===== config.mk =====
export PLATFORM = sky130hd
export DESIGN_NAME = fifo_wr_arbiter
export DESIGN_NICKNAME = d
export VERILOG_FILES = /design/src/rtl/fifo_arb_pkg.sv /design/src/rtl/rr_pick.sv /design/src/rtl/fifo_wr_arbiter.sv
export SDC_FILE = /design/constraint.sdc
export NUM_CORES = 1
export LEC_CHECK = 0
export ABC_AREA = 1
export BUFFER_PORTS_ARGS = -buffer_cell sky130_fd_sc_hd__buf_2
export CORE_MARGIN = 2
export CORE_UTILIZATION = 48
export CTS_BUF_LIST = sky130_fd_sc_hd__clkbuf_2
export CTS_CLUSTER_DIAMETER = 100
export DETAILED_ROUTE_END_ITERATION = 16
export PLACE_DENSITY = 0.84
export SLEW_MARGIN = 20
export SYNTH_ARGS = -nofsm -noshare
export SYNTH_HDL_FRONTEND = slang
export SYNTH_SLANG_ARGS = --single-unit
export TNS_END_PERCENT = 20

===== constraint.sdc =====
create_clock -name wclk -period 3.8 [get_ports wclk]
set_input_delay 0.57 -clock wclk [delete_from_list [all_inputs] [get_ports wclk]]
set_output_delay 0.57 -clock wclk [all_outputs]
set_load 0.05 [all_outputs]

===== src/rtl/fifo_arb_pkg.sv =====
// Shared types and helpers for the FIFO write-port arbiter.
package fifo_arb_pkg;

    typedef enum logic {
        ST_IDLE  = 1'b0,
        ST_GRANT = 1'b1
    } state_e;

    function automatic int unsigned clog2(input int unsigned n);
        int unsigned r;
        r = 0;
        if (n > 1) begin
            for (int unsigned v = n - 1; v > 0; v = v >> 1) begin
                r = r + 1;
            end
        end
        return r;
    endfunction

endpackage


===== src/rtl/rr_pick.sv =====
// Round-robin picker: first set request strictly after rr_ptr, wrapping modulo NREQ.
module rr_pick
    import fifo_arb_pkg::*;
#(
    parameter int unsigned NREQ = 4,
    parameter int unsigned IW   = clog2(NREQ)
) (
    input  logic [NREQ-1:0] req,
    input  logic [IW-1:0]   rr_ptr,
    output logic            any,
    output logic [IW-1:0]   idx
);

    logic [2*NREQ-1:0] dbl;
    logic [NREQ-1:0]   rot;
    int unsigned       start;

    // Rotate so the candidate after rr_ptr sits at bit 0, then take the lowest set bit.
    always_comb begin
        start = (32'(rr_ptr) + 32'd1) % NREQ;
        dbl   = {req, req};
        rot   = NREQ'(dbl >> start);
        any   = |req;
        idx   = '0;
        for (int k = int'(NREQ) - 1; k >= 0; k--) begin
            if (rot[k]) begin
                idx = IW'((start + 32'(k)) % NREQ);
            end
        end
    end

endmodule


===== src/rtl/fifo_wr_arbiter.sv =====
// Round-robin arbiter sharing one async-FIFO write port among NREQ requesters;
// a grant lasts one burst, ending on req_last or after MAX_BURST beats.
module fifo_wr_arbiter
    import fifo_arb_pkg::*;
#(
    parameter int unsigned NREQ      = 4,
    parameter int unsigned DSIZE     = 8,
    parameter int unsigned MAX_BURST = 4
) (
    input  logic                    wclk,
    input  logic                    wrst,
    input  logic [NREQ-1:0]         req_valid,
    input  logic [NREQ*DSIZE-1:0]   req_data,
    input  logic [NREQ-1:0]         req_last,
    output logic [NREQ-1:0]         req_ready,
    output logic [DSIZE-1:0]        fifo_wdata,
    output logic                    fifo_winc,
    input  logic                    fifo_wfull,
    output logic [clog2(NREQ)-1:0]  grant_id,
    output logic                    busy
);

    localparam int unsigned   IW        = clog2(NREQ);
    localparam int unsigned   CW        = clog2(MAX_BURST) + 1;
    localparam logic [CW-1:0] LAST_BEAT = CW'(MAX_BURST - 1);

    state_e          state_q, state_d;
    logic [IW-1:0]   rr_ptr_q, rr_ptr_d;
    logic [IW-1:0]   grant_id_q, grant_id_d;
    logic [CW-1:0]   beat_cnt_q, beat_cnt_d;

    logic            pick_any;
    logic [IW-1:0]   pick_idx;
    logic            beat;
    logic            burst_end;

    rr_pick #(
        .NREQ (NREQ),
        .IW   (IW)
    ) u_rr_pick (
        .req    (req_valid),
        .rr_ptr (rr_ptr_q),
        .any    (pick_any),
        .idx    (pick_idx)
    );

    // Write path: only the granted requester is connected to the FIFO.
    always_comb begin
        req_ready  = '0;
        fifo_wdata = '0;
        fifo_winc  = 1'b0;
        beat       = 1'b0;
        burst_end  = 1'b0;
        if (state_q == ST_GRANT) begin
            req_ready[grant_id_q] = ~fifo_wfull;
            fifo_wdata            = req_data[32'(grant_id_q) * DSIZE +: DSIZE];
            beat                  = req_valid[grant_id_q] & ~fifo_wfull;
            fifo_winc             = beat;
            burst_end             = beat & (req_last[grant_id_q] | (beat_cnt_q == LAST_BEAT));
        end
    end

    always_comb begin
        state_d    = state_q;
        rr_ptr_d   = rr_ptr_q;
        grant_id_d = grant_id_q;
        beat_cnt_d = beat_cnt_q;
        case (state_q)
            ST_IDLE: begin
                if (pick_any) begin
                    grant_id_d = pick_idx;
                    beat_cnt_d = '0;
                    state_d    = ST_GRANT;
                end
            end
            ST_GRANT: begin
                if (beat) begin
                    beat_cnt_d = beat_cnt_q + CW'(1);
                end
                // Served requester becomes lowest priority for the next pick.
                if (burst_end) begin
                    rr_ptr_d = grant_id_q;
                    state_d  = ST_IDLE;
                end
            end
        endcase
    end

    always_ff @(posedge wclk) begin
        if (wrst) begin
            state_q    <= ST_IDLE;
            rr_ptr_q   <= IW'(NREQ - 1);
            grant_id_q <= '0;
            beat_cnt_q <= '0;
        end else begin
            state_q    <= state_d;
            rr_ptr_q   <= rr_ptr_d;
            grant_id_q <= grant_id_d;
            beat_cnt_q <= beat_cnt_d;
        end
    end

    assign grant_id = grant_id_q;
    assign busy     = (state_q == ST_GRANT);

endmodule


* After elaboration in Yosys (flattened, before gate mapping)
Index checks and enable logic that the tools add are counted.
** Word-level totals
- Flip-flop bits (word level) :: 8
- Bits in latches :: 0
- Input port bits :: 43
- Memories :: 0
- Logic and storage cells :: 47
- RAM bits :: 0
- Bits in read-only memories :: 0
- Output and inout port bits :: 16
** Operators by class
- Add/sub/neg operators :: 5
- Multiply operators :: 0
- Divide/modulo/power cells :: 0
- Equal/unequal tests :: 3
- Magnitude comparators :: 2
- Shifts and indexed selects :: 2
- Reductions and logical operators :: 5
- Bitwise operators :: 6
- Muxes and demuxes :: 20
** Operators with widths (number)
- variable part select 32 x 6 -> 8 bit :: 1
- two-way mux 2 bit :: 4
- two-way mux 8 bit :: 1
- right shift 8 x 2 -> 4 bit :: 1
- two-way mux 1 bit :: 7
- two-way mux 3 bit :: 2
- case mux 3 bit (2 select lines) :: 1
- AND reduction 2 bit :: 3
- adder 2 x 1 -> 2 bit, second input constant :: 2
- adder 2 bit, second input constant :: 2
- AND 4 bit :: 1
- binary-select mux 1 bit (select 2 bit) :: 2
- two-way mux 4 bit :: 1
- inequality test 2 bit, second input constant :: 2
- OR reduction 4 bit :: 1
- adder 3 x 1 -> 3 bit, second input constant :: 1
- equality test 3 x 2 -> 1 bit, second input constant :: 1
- less-than comparator 2 x 3 -> 1 bit, second input constant :: 1
- AND 1 bit :: 2
- demux 1 bit (select 2 bit) :: 1
- greater-or-equal comparator 2 x 1 -> 1 bit, second input constant :: 1
- NOT 1 bit :: 2
- case mux 1 bit (2 select lines) :: 1
- logical AND 1 bit :: 1
- OR 1 bit :: 1

* Depth between registers and ports, before layout
Gate-level depths: netlist of run 1.
- Depth in word-level cells :: 7
- Mapped depth :: 13
- Gate-level depth less buffers :: 12

* Hierarchy
Synthesis of run 1 repeated with hierarchy kept, for this count alone.
** Second synthesis, totals
- Cells, all modules :: 163
- Area, all modules :: 958.4 um^2
** By module, submodules not included
- fifo_wr_arbiter :: area an instance 729.4 um^2, times used 1, seq. area each 160.2 um^2, cells an instance 114
- rr_pick :: area an instance 229.0 um^2, times used 1, seq. area each 0.0 um^2, cells an instance 49

* Worst setup path before layout of run 1
Ideal clock, no wire load.
- Kind :: reg2out
- Start :: register state_q, in the netlist busy
- End :: output port req_ready[0]
- Data required time :: 3230 ps
- Arrival time :: 2332 ps
- Cell stages (with the launch flop) :: 5
- Buffers on the path :: 0
- Path slack :: 898 ps
- Path through :: dfxtp_1 -> clkinv_1 -> nor2_4 -> inv_1 -> nor3_1
** Between the ends
- Cells in the longest elaborated chain, start to end :: 1
** Ends and longest elaborated chain
- start, declared :: RTL line fifo_wr_arbiter.sv:27 : state_e state_q, state_d;
- start signal, assigned :: RTL line fifo_wr_arbiter.sv:96 : state_q <= state_d;
- two-way mux 4 bit :: RTL line fifo_wr_arbiter.sv:54 : if (state_q == ST_GRANT) begin
- end, declared :: RTL line fifo_wr_arbiter.sv:15 : output logic [NREQ-1:0] req_ready,
No other way between the ends.

* Worst setup path after layout of run 1
- Start :: register grant_id_q[1], in the netlist grant_id[1]
- End :: output port fifo_winc
** Between the ends
- Cells in the longest elaborated chain, start to end :: 4
** Ends and longest elaborated chain
- start, declared :: RTL line fifo_wr_arbiter.sv:29 : logic [IW-1:0] grant_id_q, grant_id_d;
- start signal, assigned :: RTL line fifo_wr_arbiter.sv:98 : grant_id_q <= grant_id_d;
- binary-select mux 1 bit (select 2 bit) :: RTL line fifo_wr_arbiter.sv:57 : beat = req_valid[grant_id_q] & ~fifo_wfull;
- two-way mux 1 bit (implied by the code) :: RTL line fifo_wr_arbiter.sv:57
- AND 1 bit :: RTL line fifo_wr_arbiter.sv:57
- two-way mux 1 bit :: RTL line fifo_wr_arbiter.sv:54
- end, declared :: RTL line fifo_wr_arbiter.sv:17 : output logic fifo_winc,
No other way between the ends. The select of a mux whose other input is x is not followed.

==> summary by stage, run 1 <==
Routing
For this block, the initial DRC count from the detailed router was 23. The count of unresolved DRC violations after routing is 0. The average detailed-routed wire length per instance is 11.9 um. The average vias per placed instance is 5.08. Wires add up to 2.75 mm.

The final route contains 1178 vias. The detailed-routing iteration count for the pre-antenna-repair pass is 4. The detail route stage leaves a number of antenna-violating nets equal to 0.

Clock tree
In this run the clock root is driven by a sky130_fd_sc_hd__clkbuf_2. Buffers added to address setup during post-CTS repair amount to 0. CTS saw 8 sinks. The post-cts sizing count is 0.

The maximum level of the CTS H-tree is 1. Hold repair after CTS inserted 0 buffers. Counting the buffers created by CTS gives 3. No sink is reached through more buffers than the 2 on the longest clock path. TritonCTS built the clock tree.

After clock tree synthesis, the clock-pin slew on the worst setup and hold paths is 0.06 ns. For the worst-skew pair, the clock arrives at the later sink with an insertion delay of 0.23 ns.

Timing
Setup repair after global routing left no endpoint under its margin. Final hold analysis gives a worst-case slack of 0.502 ns. On the final layout, the worst clock skew is 0.000944 ns. The number of slew-limit violations in the final report is 0.

The share of the clock period used by the worst path is 68.1%. For the finished layout, the period the worst path requires is 2.59 ns. The final number of setup-violating endpoints is 0. For the pin with the worst max-slew slack, the measured transition is 0.605 ns. In the final timing run, aggregate negative setup slack is 0 ns. After layout, the worst setup slack is 1.21 ns.

The number of endpoints with negative hold slack in the final report is 0. Static timing analysis puts the maximum clock frequency at 0.387 GHz. The worst max-slew margin expressed relative to the limit is 59.6%.

Setup path
Data on the critical path is required at its endpoint by 3.23 ns. Walking the worst path, the cells encountered are inv_2, nor2_2, a22oi_2, nand2_2, nand2_4, inv_6, buf_2. In this design, the stage delay of the slowest critical-path cell is 0.70 ns. The setup path with the least slack is of type register to output port. The slowest stage of the critical path is the sky130_fd_sc_hd__dfxtp_1 cell. The data arrival time of the critical path is 2.02 ns. The largest fanout on the critical path is 11. The worst setup path is captured at an output port. The kind of start point of the critical path is a register.

Synthesis
Yosys attributes the largest share of cell area to sky130_fd_sc_hd__nand2_1 16%, sky130_fd_sc_hd__dfxtp_1 16%, sky130_fd_sc_hd__a22oi_1 12%. Summing the areas of all fa, ha and maj instances in the mapped netlist gives 2.51% of the synthesized area. The synthesized netlist devotes 42.2% of its cell area to simple gates. Counting instances in the post-synthesis netlist gives the leading cell types as 43 x sky130_fd_sc_hd__nand2_1, 16 x sky130_fd_sc_hd__a22oi_1, 13 x sky130_fd_sc_hd__a21oi_1. The compound-gate portion of the synthesized area is 27.1%. The proportion of synthesized area in mux cells is 0%.

The total standard cell area after synthesis is 996 um2. The most used flip-flop cell after synthesis is sky130_fd_sc_hd__dfxtp_1. The register bit total from synthesis is 8.

The number of flops mapped to enable cells by yosys is 0. The count of mapped cells out of synthesis is 148. The average size of a mapped cell is 6.73 um2.

During synthesis, Yosys emitted a total of 0 warnings. The synthesized netlist net count is 193. The share of the Yosys chip area taken by registers is 16.1%. The top cell type by area accounts for 16.2% of the synthesized area. The share of synthesized registers carrying an async set or reset is 0%. The synthesized design spends more area on one cell type than any other, namely sky130_fd_sc_hd__nand2_1. Yosys instantiated no cell more often than sky130_fd_sc_hd__nand2_1.

Summing the areas of all xor and xnor instances in the mapped netlist gives 0% of the synthesized area. Counting distinct cell types in the post-synthesis netlist gives 27. After synthesis, the largest family of logic cells by area is simple AND/OR/NAND/NOR gates.

Layout
Relative to the synthesized area, the layout overhead comes to 29.5%. The non-filler instance count after layout is 232. The filler cells instantiated in the layout total 214. The end-of-flow core utilization is 65.8%. After routing the design area is 0.00129 mm2. The repair_antennas step left the layout with diodes totalling 0. The net count of the finished layout is 252. The post-route netlist has 46.8% of its cells at a drive strength greater than 1.

GRT
The wire length of the first global-routing pass is 4.64 mm. The number of global-route vias before repair is 1110. The total overflow left after global routing is 0. The number of antenna violations at the first check in global routing was 0. Across every metal layer, demand over resource in global routing totals 23.4%. Entering global routing, the biggest net connects 12 pins.

Floorplanning
The core area is 0.00196 mm2. In this run the core area contains 16 standard-cell rows. The chip height is 49.6 um. The die covers 0.00246 mm2. The starting density of the core is 50.8%. The count of boundary I/O pins is 59. The overall die width is 49.6 um.

Placement
The HPWL after detailed placement is 2.32 mm. The number of cells in the design after placement is 229. Routability-driven placement finished with a final weighted congestion of 0.817.

The quantity of I/O buffers inserted on ports is 58. The area after detailed placement is 0.00127 mm2. The minimum setup slack after placement is 1.45 ns.

Run
Max-cap violations in this run came to 0.

Power
Dividing total power by cell area gives a power density of 304 mW/mm2. The static leakage is 0.698 nW. The total design power is 0.393 mW. The largest voltage drop on the vdd net is 0.272 mV.

Status
The run finished with clean final reports.

Min path
The path class of the tightest hold or removal check is register to register.
[where the power goes]
part	switching, mW	internal (mW)	total (mW)
Sequential	0.0175	0.0899	0.107
Combinational	0.161	0.0779	0.239
Clock	0.0244	0.0214	0.0458
Total	0.203	0.189	0.393
[sequential cells by signal, summed over array words and instances (netlist names)]
name,cells
busy,1
beat_cnt_q,3
grant_id,2
rr_ptr_q,2
[layer usage]
layer	vias to the layer above	share of wire (%)	wire length, um	track usage, %
met1	513	39	1090	26.1
met3	11	5.6	153	4.85
met2	40	52	1440	42.9
met4	0	2.8	78	9.26
met5	-	0	0	0
li1	614	-	-	-
[worst max-delay path: cells and delay by family, from the launching register on]
| kind | cells | cell delay (ns) |
|---|---|---|
| compound gates | 1 | 0.10 |
| buf+inv | 3 | 0.44 |
| simple gates | 3 | 0.55 |
| flops | 1 | 0.70 |
[final cells by class]
| type | instances | area, um2 | area share [%] |
|---|---|---|---|
| multi-input combinational | 120 | 716 | 55.5 |
| timing repair buffer | 58 | 290 | 22.5 |
| tap | 27 | 33.8 | 2.62 |
| sequential | 8 | 160 | 12.4 |
| inverter | 16 | 75.1 | 5.82 |
| clock buffer | 3 | 15.0 | 1.16 |
[layout by cell type (no fill, tap or decap), types with 3 or more instances in the layout]
| cell type | n |
|---|---|
| sky130_fd_sc_hd__a21oi_1 | 13 |
| sky130_fd_sc_hd__a21oi_2 | 3 |
| sky130_fd_sc_hd__a22oi_1 | 16 |
| sky130_fd_sc_hd__buf_2 | 58 |
| sky130_fd_sc_hd__clkbuf_2 | 3 |
| sky130_fd_sc_hd__dfxtp_1 | 8 |
| sky130_fd_sc_hd__inv_1 | 8 |
| sky130_fd_sc_hd__inv_2 | 3 |
| sky130_fd_sc_hd__nand2_1 | 43 |
| sky130_fd_sc_hd__nand2_2 | 12 |
| sky130_fd_sc_hd__nand2_4 | 4 |
| sky130_fd_sc_hd__nand3_1 | 6 |
| sky130_fd_sc_hd__nor2_1 | 6 |
[cell families after synthesis]
family / count (synthesis)
flops: 8
buf+inv: 20
simple gates: 79
compound gates: 39
fa+ha+maj: 2
[worst paths after layout]
| path | slack (ns) | depth (start not counted) | end | start |
|---|---|---|---|---|
| setup / recovery | 1.21 | 7 | fifo_winc | grant_id[1]$_SDFFE_PP0P_ |
| hold / removal | 0.50 | 1 | beat_cnt_q[0]$_SDFFE_PP0P_ | beat_cnt_q[0]$_SDFFE_PP0P_ |
| setup reg to reg | 1.98 | 9 | rr_ptr_q[1]$_SDFFE_PP1P_ | grant_id[1]$_SDFFE_PP0P_ |
| hold reg to reg | 0.50 | 1 | beat_cnt_q[0]$_SDFFE_PP0P_ | beat_cnt_q[0]$_SDFFE_PP0P_ |
Note: power is estimated with default switching activity, not from simulation.
==> inputs of run 2 (changes only) <==
--- a/config.mk
+++ b/config.mk
@@ -8,11 +8,11 @@
 export ABC_AREA = 1
 export BUFFER_PORTS_ARGS = -buffer_cell sky130_fd_sc_hd__buf_2
 export CORE_MARGIN = 2
-export CORE_UTILIZATION = 48
+export CORE_UTILIZATION = 40
 export CTS_BUF_LIST = sky130_fd_sc_hd__clkbuf_2
 export CTS_CLUSTER_DIAMETER = 100
 export DETAILED_ROUTE_END_ITERATION = 16
-export PLACE_DENSITY = 0.84
+export PLACE_DENSITY = 0.75
 export SLEW_MARGIN = 20
 export SYNTH_ARGS = -nofsm -noshare
 export SYNTH_HDL_FRONTEND = slang
==> constraint.sdc (replaced) <==
create_clock -name wclk -period 2.1 [get_ports wclk]
set_input_delay 0.315 -clock wclk [delete_from_list [all_inputs] [get_ports wclk]]
set_output_delay 0.315 -clock wclk [all_outputs]
set_load 0.05 [all_outputs]
==> run 2 against run 1 <==
Via count decreased by 0.42%. First-iteration DRC count decreased by 13%. Critical path type unchanged. Hold slack got worse by 0.23 ns. Global-route usage decreased by 4.5 points.
==> summary by stage, run 2 (synthesized netlist as in run 1, its figures left out) <==
Timing
Static timing analysis puts the maximum clock frequency at 0.519 GHz. The number of endpoints with negative hold slack in the final report came to 0. At the pin with the least slew margin, the transition time is 0.417 ns.

The worst max-slew margin expressed relative to the limit is 72.2%. The number of slew-limit violations in the final report is 0. The smallest clock period supported by the final layout is computed as 1.93 ns. The tightest hold path in the finished design has a slack of 0.275 ns. The final total negative setup slack is 0 ns.

The final critical path takes up 91.7% of the cycle. Setup violations remaining at the end of the flow were counted as 0. The worst setup skew after layout is 0.00168 ns.

Setup repair after global routing left no endpoint under its margin.

Layout
Cells fill 55.3% of the core in the end. Ranked by flip-flop count, first place goes to beat_cnt_q. The number of antenna diodes is 0. Of the cells placed in the final design, the portion with a size suffix greater than 1 is 50.0%. The number of flip-flops in the largest register is 3. The final cell area excluding filler cells is 0.00133 mm2.

Leaving out fill and tap cells, the most frequent cell in the layout is sky130_fd_sc_hd__buf_2. The final layout contains 255 nets. In the layout the commonest cells are 58 x sky130_fd_sc_hd__buf_2, 43 x sky130_fd_sc_hd__nand2_1, 16 x sky130_fd_sc_hd__a22oi_1. Compared with the post-synthesis result, the final layout area differs by 33.8%.

Routing
In the final routed layout, each cell accounts on average for 11.4 um. The detailed-routing iteration count for the pre-antenna-repair pass is 4. For this block, the via count after detailed routing is 1173. After detailed routing, the number of remaining DRC violations is 0. The average vias per placed instance is 4.93. In this run the remaining antenna-violating nets after routing total 0. For this block, the initial DRC count from the detailed router was 20. The final layout contains routed wiring with a total length of 2.71 mm.

Setup path
The critical path goes through inv_4, nor2_8, a22oi_2, nand2_2, nand2_4, inv_6, buf_2. The kind of start point of the critical path is a register. The worst setup path is captured at an output port.

The classification of the worst setup path is register to output port. For the worst setup path, the data required time is 1.78 ns. The largest stage delay on the critical path is 0.51 ns. The largest fanout on the critical path is 10. At the worst endpoint, the arrival time is 1.61 ns. The cell at the slowest stage of the critical path is sky130_fd_sc_hd__dfxtp_2.

Clock tree
The clock reaches the later pin of the worst-skew pair after 0.23 ns. Clock-pin slew was measured on the worst setup and hold paths at 0.07 ns. After clock tree synthesis, the setup repair step added 0 buffers.

TritonCTS built the clock tree. Buffers inserted during clock tree synthesis total 3. The largest buffer count on any clock path is 2.

After clock tree synthesis, the flow added hold-fix buffers numbering 0. The number of clock sinks is 8. The maximum level of the CTS H-tree is 1. The cell sitting at the root of the clock tree is a sky130_fd_sc_hd__clkbuf_2.

Power
The static leakage is 0.717 nW. The areal power density over the cells is 548 mW/mm2. The largest voltage drop on the vdd net is 0.446 mV.

Floorplanning
The die is 53.9 um tall. The count of boundary I/O pins is 59. The core region is 0.00241 mm2. The die area is 0.00291 mm2. The starting density of the core is 41.3%. The overall die width is 53.9 um. The cell row count is 18.

Placement
The placed wire-length estimate is 2.21 mm. During placement, the flow inserted port buffers numbering 58. At the end of routability-driven placement, the weighted congestion stood at 0.798. The area after detailed placement is 0.00132 mm2.

GRT
The number of antenna violations at the first check in global routing is 0. The number of global-route vias before repair is 971. The largest net degree at the start of global routing is 11. Summed over all layers, the global routing overflow is 0. The first global-routing pass estimated 4.13 mm of wire. Across every metal layer, demand over resource in global routing totals 19.0%.

Status
The flow ran to the end, and the final reports show no timing, DRC or antenna violations.

Run
The total of max-cap violations is 0.

Min path
The type of the tightest min-delay check is primary input to register.
-- run 2: cell count changes in the layout (fill, tap and decap cells not counted), sizes merged --
| cell | before | now |
|---|---|---|
| buf | 58 | 61 |
-- run 2: worst paths after layout --
path                                    from                         end  slack, ns  cells after the start
setup / recovery    grant_id[0]$_SDFFE_PP0P_                   fifo_winc       0.17                      7
hold reg to reg   beat_cnt_q[0]$_SDFFE_PP0P_  beat_cnt_q[0]$_SDFFE_PP0P_       0.50                      1
hold / removal                          wrst    grant_id[0]$_SDFFE_PP0P_       0.27                      2
setup reg to reg    rr_ptr_q[0]$_SDFFE_PP1P_    grant_id[0]$_SDFFE_PP0P_       0.65                     11
-- run 2: routing by layer --
metal	up-vias	track usage [%]	part of all wire, %
met5	-	0	0
met4	0	2.56	0
met3	0	3.61	4.0
met2	30	30.3	48
met1	521	26.9	48
li1	622	-	-
-- run 2: cell type report --
type	instances	area, um2
sequential	8	163
clock buffer	3	15.0
timing repair buffer	61	313
fill	247	1080
tap	30	37.5
multi-input combinational	120	729
inverter	16	75.1
-- run 2: worst max-delay path: cells and delay by family, from the launching register on --
kind            cells  cell delay, ns
flops               1            0.51
buf+inv             3            0.44
simple gates        3            0.36
compound gates      1            0.07
-- run 2: stage by stage --
stage | setup slack [ns] | cells | power, mW
floorplan | -0.235 | 148 | 0.540
global placement | 0.278 | 235 | 0.641
detailed placement | 0.249 | 235 | 0.643
CTS | 0.0742 | 238 | 0.737
global route | 0.0750 | 238 | 0.788
finish | 0.174 | 238 | 0.731
-- run 2: what timing repair did --
action | CTS | global route
resized for setup | 1 | 1
endpoints found under the setup margin | 1 | 1
endpoints found under the hold margin | 0 | 0
-- run 2: where the power goes --
group	switching [mW]	leakage [nW]	total, mW	internal [mW]
logic	0.302	0.638	0.452	0.150
registers	0.0257	0.0663	0.189	0.164
clock network	0.0508	0.0125	0.0897	0.0389
==> inputs of run 3 (changes only) <==
--- a/config.mk
+++ b/config.mk
@@ -8,11 +8,11 @@
 export ABC_AREA = 1
 export BUFFER_PORTS_ARGS = -buffer_cell sky130_fd_sc_hd__buf_2
 export CORE_MARGIN = 2
-export CORE_UTILIZATION = 40
+export CORE_UTILIZATION = 48
 export CTS_BUF_LIST = sky130_fd_sc_hd__clkbuf_2
 export CTS_CLUSTER_DIAMETER = 100
 export DETAILED_ROUTE_END_ITERATION = 16
-export PLACE_DENSITY = 0.75
+export PLACE_DENSITY = 0.84
 export SLEW_MARGIN = 20
 export SYNTH_ARGS = -nofsm -noshare
 export SYNTH_HDL_FRONTEND = slang
==> constraint.sdc (replaced) <==
create_clock -name wclk -period 2.4 [get_ports wclk]
set_input_delay 0.36 -clock wclk [delete_from_list [all_inputs] [get_ports wclk]]
set_output_delay 0.36 -clock wclk [all_outputs]
set_load 0.05 [all_outputs]
==> run 3 against run 2 <==
Cell count is 1.7% lower. Combinational power fell by 13%. Setup slack better by 0.10 ns. Clock-buffer cell count stayed put. First-iteration DRC count is 95% higher. Critical endpoint unchanged. Largest cell class unchanged.
==> summary by stage, run 3 (synthesized netlist as in run 1, its figures left out) <==
Layout
The filler cell count in the final layout is 189. The finished layout holds 234 standard cells, fillers aside. The number of antenna diodes is 0. The final cell area excluding filler cells is 0.00131 mm2. The top cell types in the final layout, fill and taps aside, are 58 x sky130_fd_sc_hd__buf_2, 43 x sky130_fd_sc_hd__nand2_1, 16 x sky130_fd_sc_hd__a22oi_1. beat_cnt_q holds more flip-flops than any other register.

Of the cells placed in the final design, the portion with a size suffix greater than 1 is 47.3%. After the last flow step, the layout net total stands at 254. The library cell used most frequently in the layout, excluding fill and tap cells, is sky130_fd_sc_hd__buf_2.

The number of flip-flops in the largest register is 3. The relative area change from synthesis to final layout is 31.0%.

Timing
The number of endpoints with negative hold slack in the final report came to 0. Headroom to the max-slew limit came out at 63.6%. Counting I/O delays and the setup requirement, the final critical path takes 2.13 ns. The final number of setup-violating endpoints is 0. Setup repair after global routing left no endpoint under its margin. Dividing the final minimum period by the clock period gives 88.6%. The clock arrives with 0.00490 ns of skew.

The slew of the pin with the lowest slew margin is 0.546 ns. The number of slew-limit violations in the final report was 0. The upper clock frequency limit is 0.470 GHz.

Clock tree
The post-cts sizing count is 0. The master cell of the clock root buffer is sky130_fd_sc_hd__clkbuf_2. TritonCTS built the clock tree. The maximum level of the CTS H-tree is 1. The clock insertion delay at the later pin of the skew report is 0.23 ns. After clock tree synthesis, the setup repair step added 0 buffers. The post-cts hold buffer count is 0.

After clock tree synthesis, the clock-pin slew on the worst setup and hold paths is 0.07 ns. The largest buffer count on any clock path is 2. The clock net in this run drives a total of 8 sinks. The number of clock buffers inserted by TritonCTS is 3.

Setup path
The type of element capturing the critical path is an output port. The largest fanout on the critical path is 10. The data required time of the worst path is 2.04 ns.

On the critical path the largest part of the delay comes from flip-flops. The classification of the worst setup path is register to output port. The cell at the slowest stage of the critical path is sky130_fd_sc_hd__dfxtp_1. The kind of start point of the critical path is a register. The largest stage delay on the critical path is 0.67 ns. The minimum setup slack among reg-to-reg paths is 0.83 ns.

The number of buffer and inverter stages on the critical path is 3. The worst register-to-register path begins at grant_id[0]$_SDFFE_PP0P_. The signal on the critical path passes through inv_4, nor2_8, a22oi_2, nand2_2, nand2_4, inv_6, buf_2.

Data on the critical path arrives at its endpoint at 1.77 ns. The endpoint identified for the worst register-to-register timing path is rr_ptr_q[1]$_SDFFE_PP1P_. The worst reg-to-reg path cell count is 9.

Status
The run finished with clean final reports.

Placement
At the end of routability-driven placement, the weighted congestion stood at 0.888. After detailed placement, the total cell area comes to 0.00129 mm2. The number of cells in the design after placement is 231. The placed wire-length estimate is 2.19 mm. The quantity of I/O buffers inserted on ports is 58.

GRT
The number of global-route vias before repair came to 1139. Entering global routing, the biggest net connects 11 pins. The number of antenna violations at the first check in global routing is 0. The first global-routing pass estimated 4.60 mm of wire. The total global routing overflow is 0.

Across every metal layer, demand over resource in global routing totals 22.9%.

Floorplanning
The cell row count is 16. The die covers 0.00246 mm2. The count of boundary I/O pins is 59.

The starting density of the core is 50.8%. The floorplan step defined a core boundary enclosing 0.00196 mm2. The chip height is 49.6 um. The overall die width is 49.6 um.

Routing
The pre-antenna-repair detailed-routing pass consisted of 4 iterations. For this run, design rule violations remaining after detail routing come to 0. Dividing the detail-routed wire length by the instance count gives 11.5 um. After detailed routing, the total wire length is 2.70 mm.

The average vias per placed instance is 5.17. Detailed routing inserted a total of 1210 vias. The remaining number of nets flagged by the antenna check after routing is 0.

The first-iteration detailed-routing DRC count is 39.

Power
The areal power density over the cells is 483 mW/mm2. The static leakage is 0.708 nW. The largest voltage drop on the vdd net is 0.435 mV.

Min path
The endpoint with the worst hold slack is beat_cnt_q[1]$_SDFFE_PP0P_. The launch instance of the worst min-delay path is wrst. The number of cells on the worst hold path is 2. The path class of the tightest hold or removal check is primary input to register.

Run
The tool flagged a number of max-cap violations equal to 0.
run 3: power by group:
part / internal (mW) / leakage [nW] / switching, mW / total, mW
Combinational: 0.128 / 0.630 / 0.265 / 0.393
Sequential: 0.142 / 0.0656 / 0.0193 / 0.162
Clock: 0.0340 / 0.0125 / 0.0417 / 0.0756
run 3: layer usage:
metal	global-route usage (%)	vias up	share of wire, %
li1	-	620	-
met1	27.3	547	42
met2	42.0	38	52
met3	1.82	5	4.6
met4	8.80	0	1.4
met5	0	-	0
run 3: stage by stage:
step / util [%] / hold slack, ns / total power, mW / worst slack, ns / TNS [ns]
finish: 66.5 / 0.330 / 0.630 / 0.274 / 0
detailed placement: 65.8 / 0.473 / 0.557 / 0.522 / 0
global placement: 65.8 / 0.475 / 0.550 / 0.579 / 0
floorplan: - / 0.422 / 0.468 / -0.292 / -0.583
global route: 66.5 / 0.328 / 0.681 / 0.138 / 0
CTS: 66.5 / 0.320 / 0.634 / 0.264 / 0
run 3: worst max path at each step:
| stage | startpoint | end | slack [ns] | depth (start not counted) |
|---|---|---|---|---|
| final | grant_id[0]$_SDFFE_PP0P_ | fifo_winc | 0.27 | 7 |
| after CTS | grant_id[0]$_SDFFE_PP0P_ | fifo_winc | 0.26 | 7 |
| after global routing | grant_id[0]$_SDFFE_PP0P_ | fifo_winc | 0.14 | 7 |
| after floorplan | busy$_SDFF_PP0_ | req_ready[0] | -0.29 | 4 |
| after global placement | grant_id[0]$_SDFFE_PP0P_ | fifo_winc | 0.58 | 7 |
| after detailed placement | grant_id[0]$_SDFFE_PP0P_ | fifo_winc | 0.52 | 7 |
run 3: layout make-up:
cell class,count,area (um2),area share [%]
sequential,8,160,12.3
multi-input combinational,120,716,54.8
inverter,16,75.1,5.75
timing repair buffer,60,305,23.4
tap,27,33.8,2.59
clock buffer,3,15.0,1.15
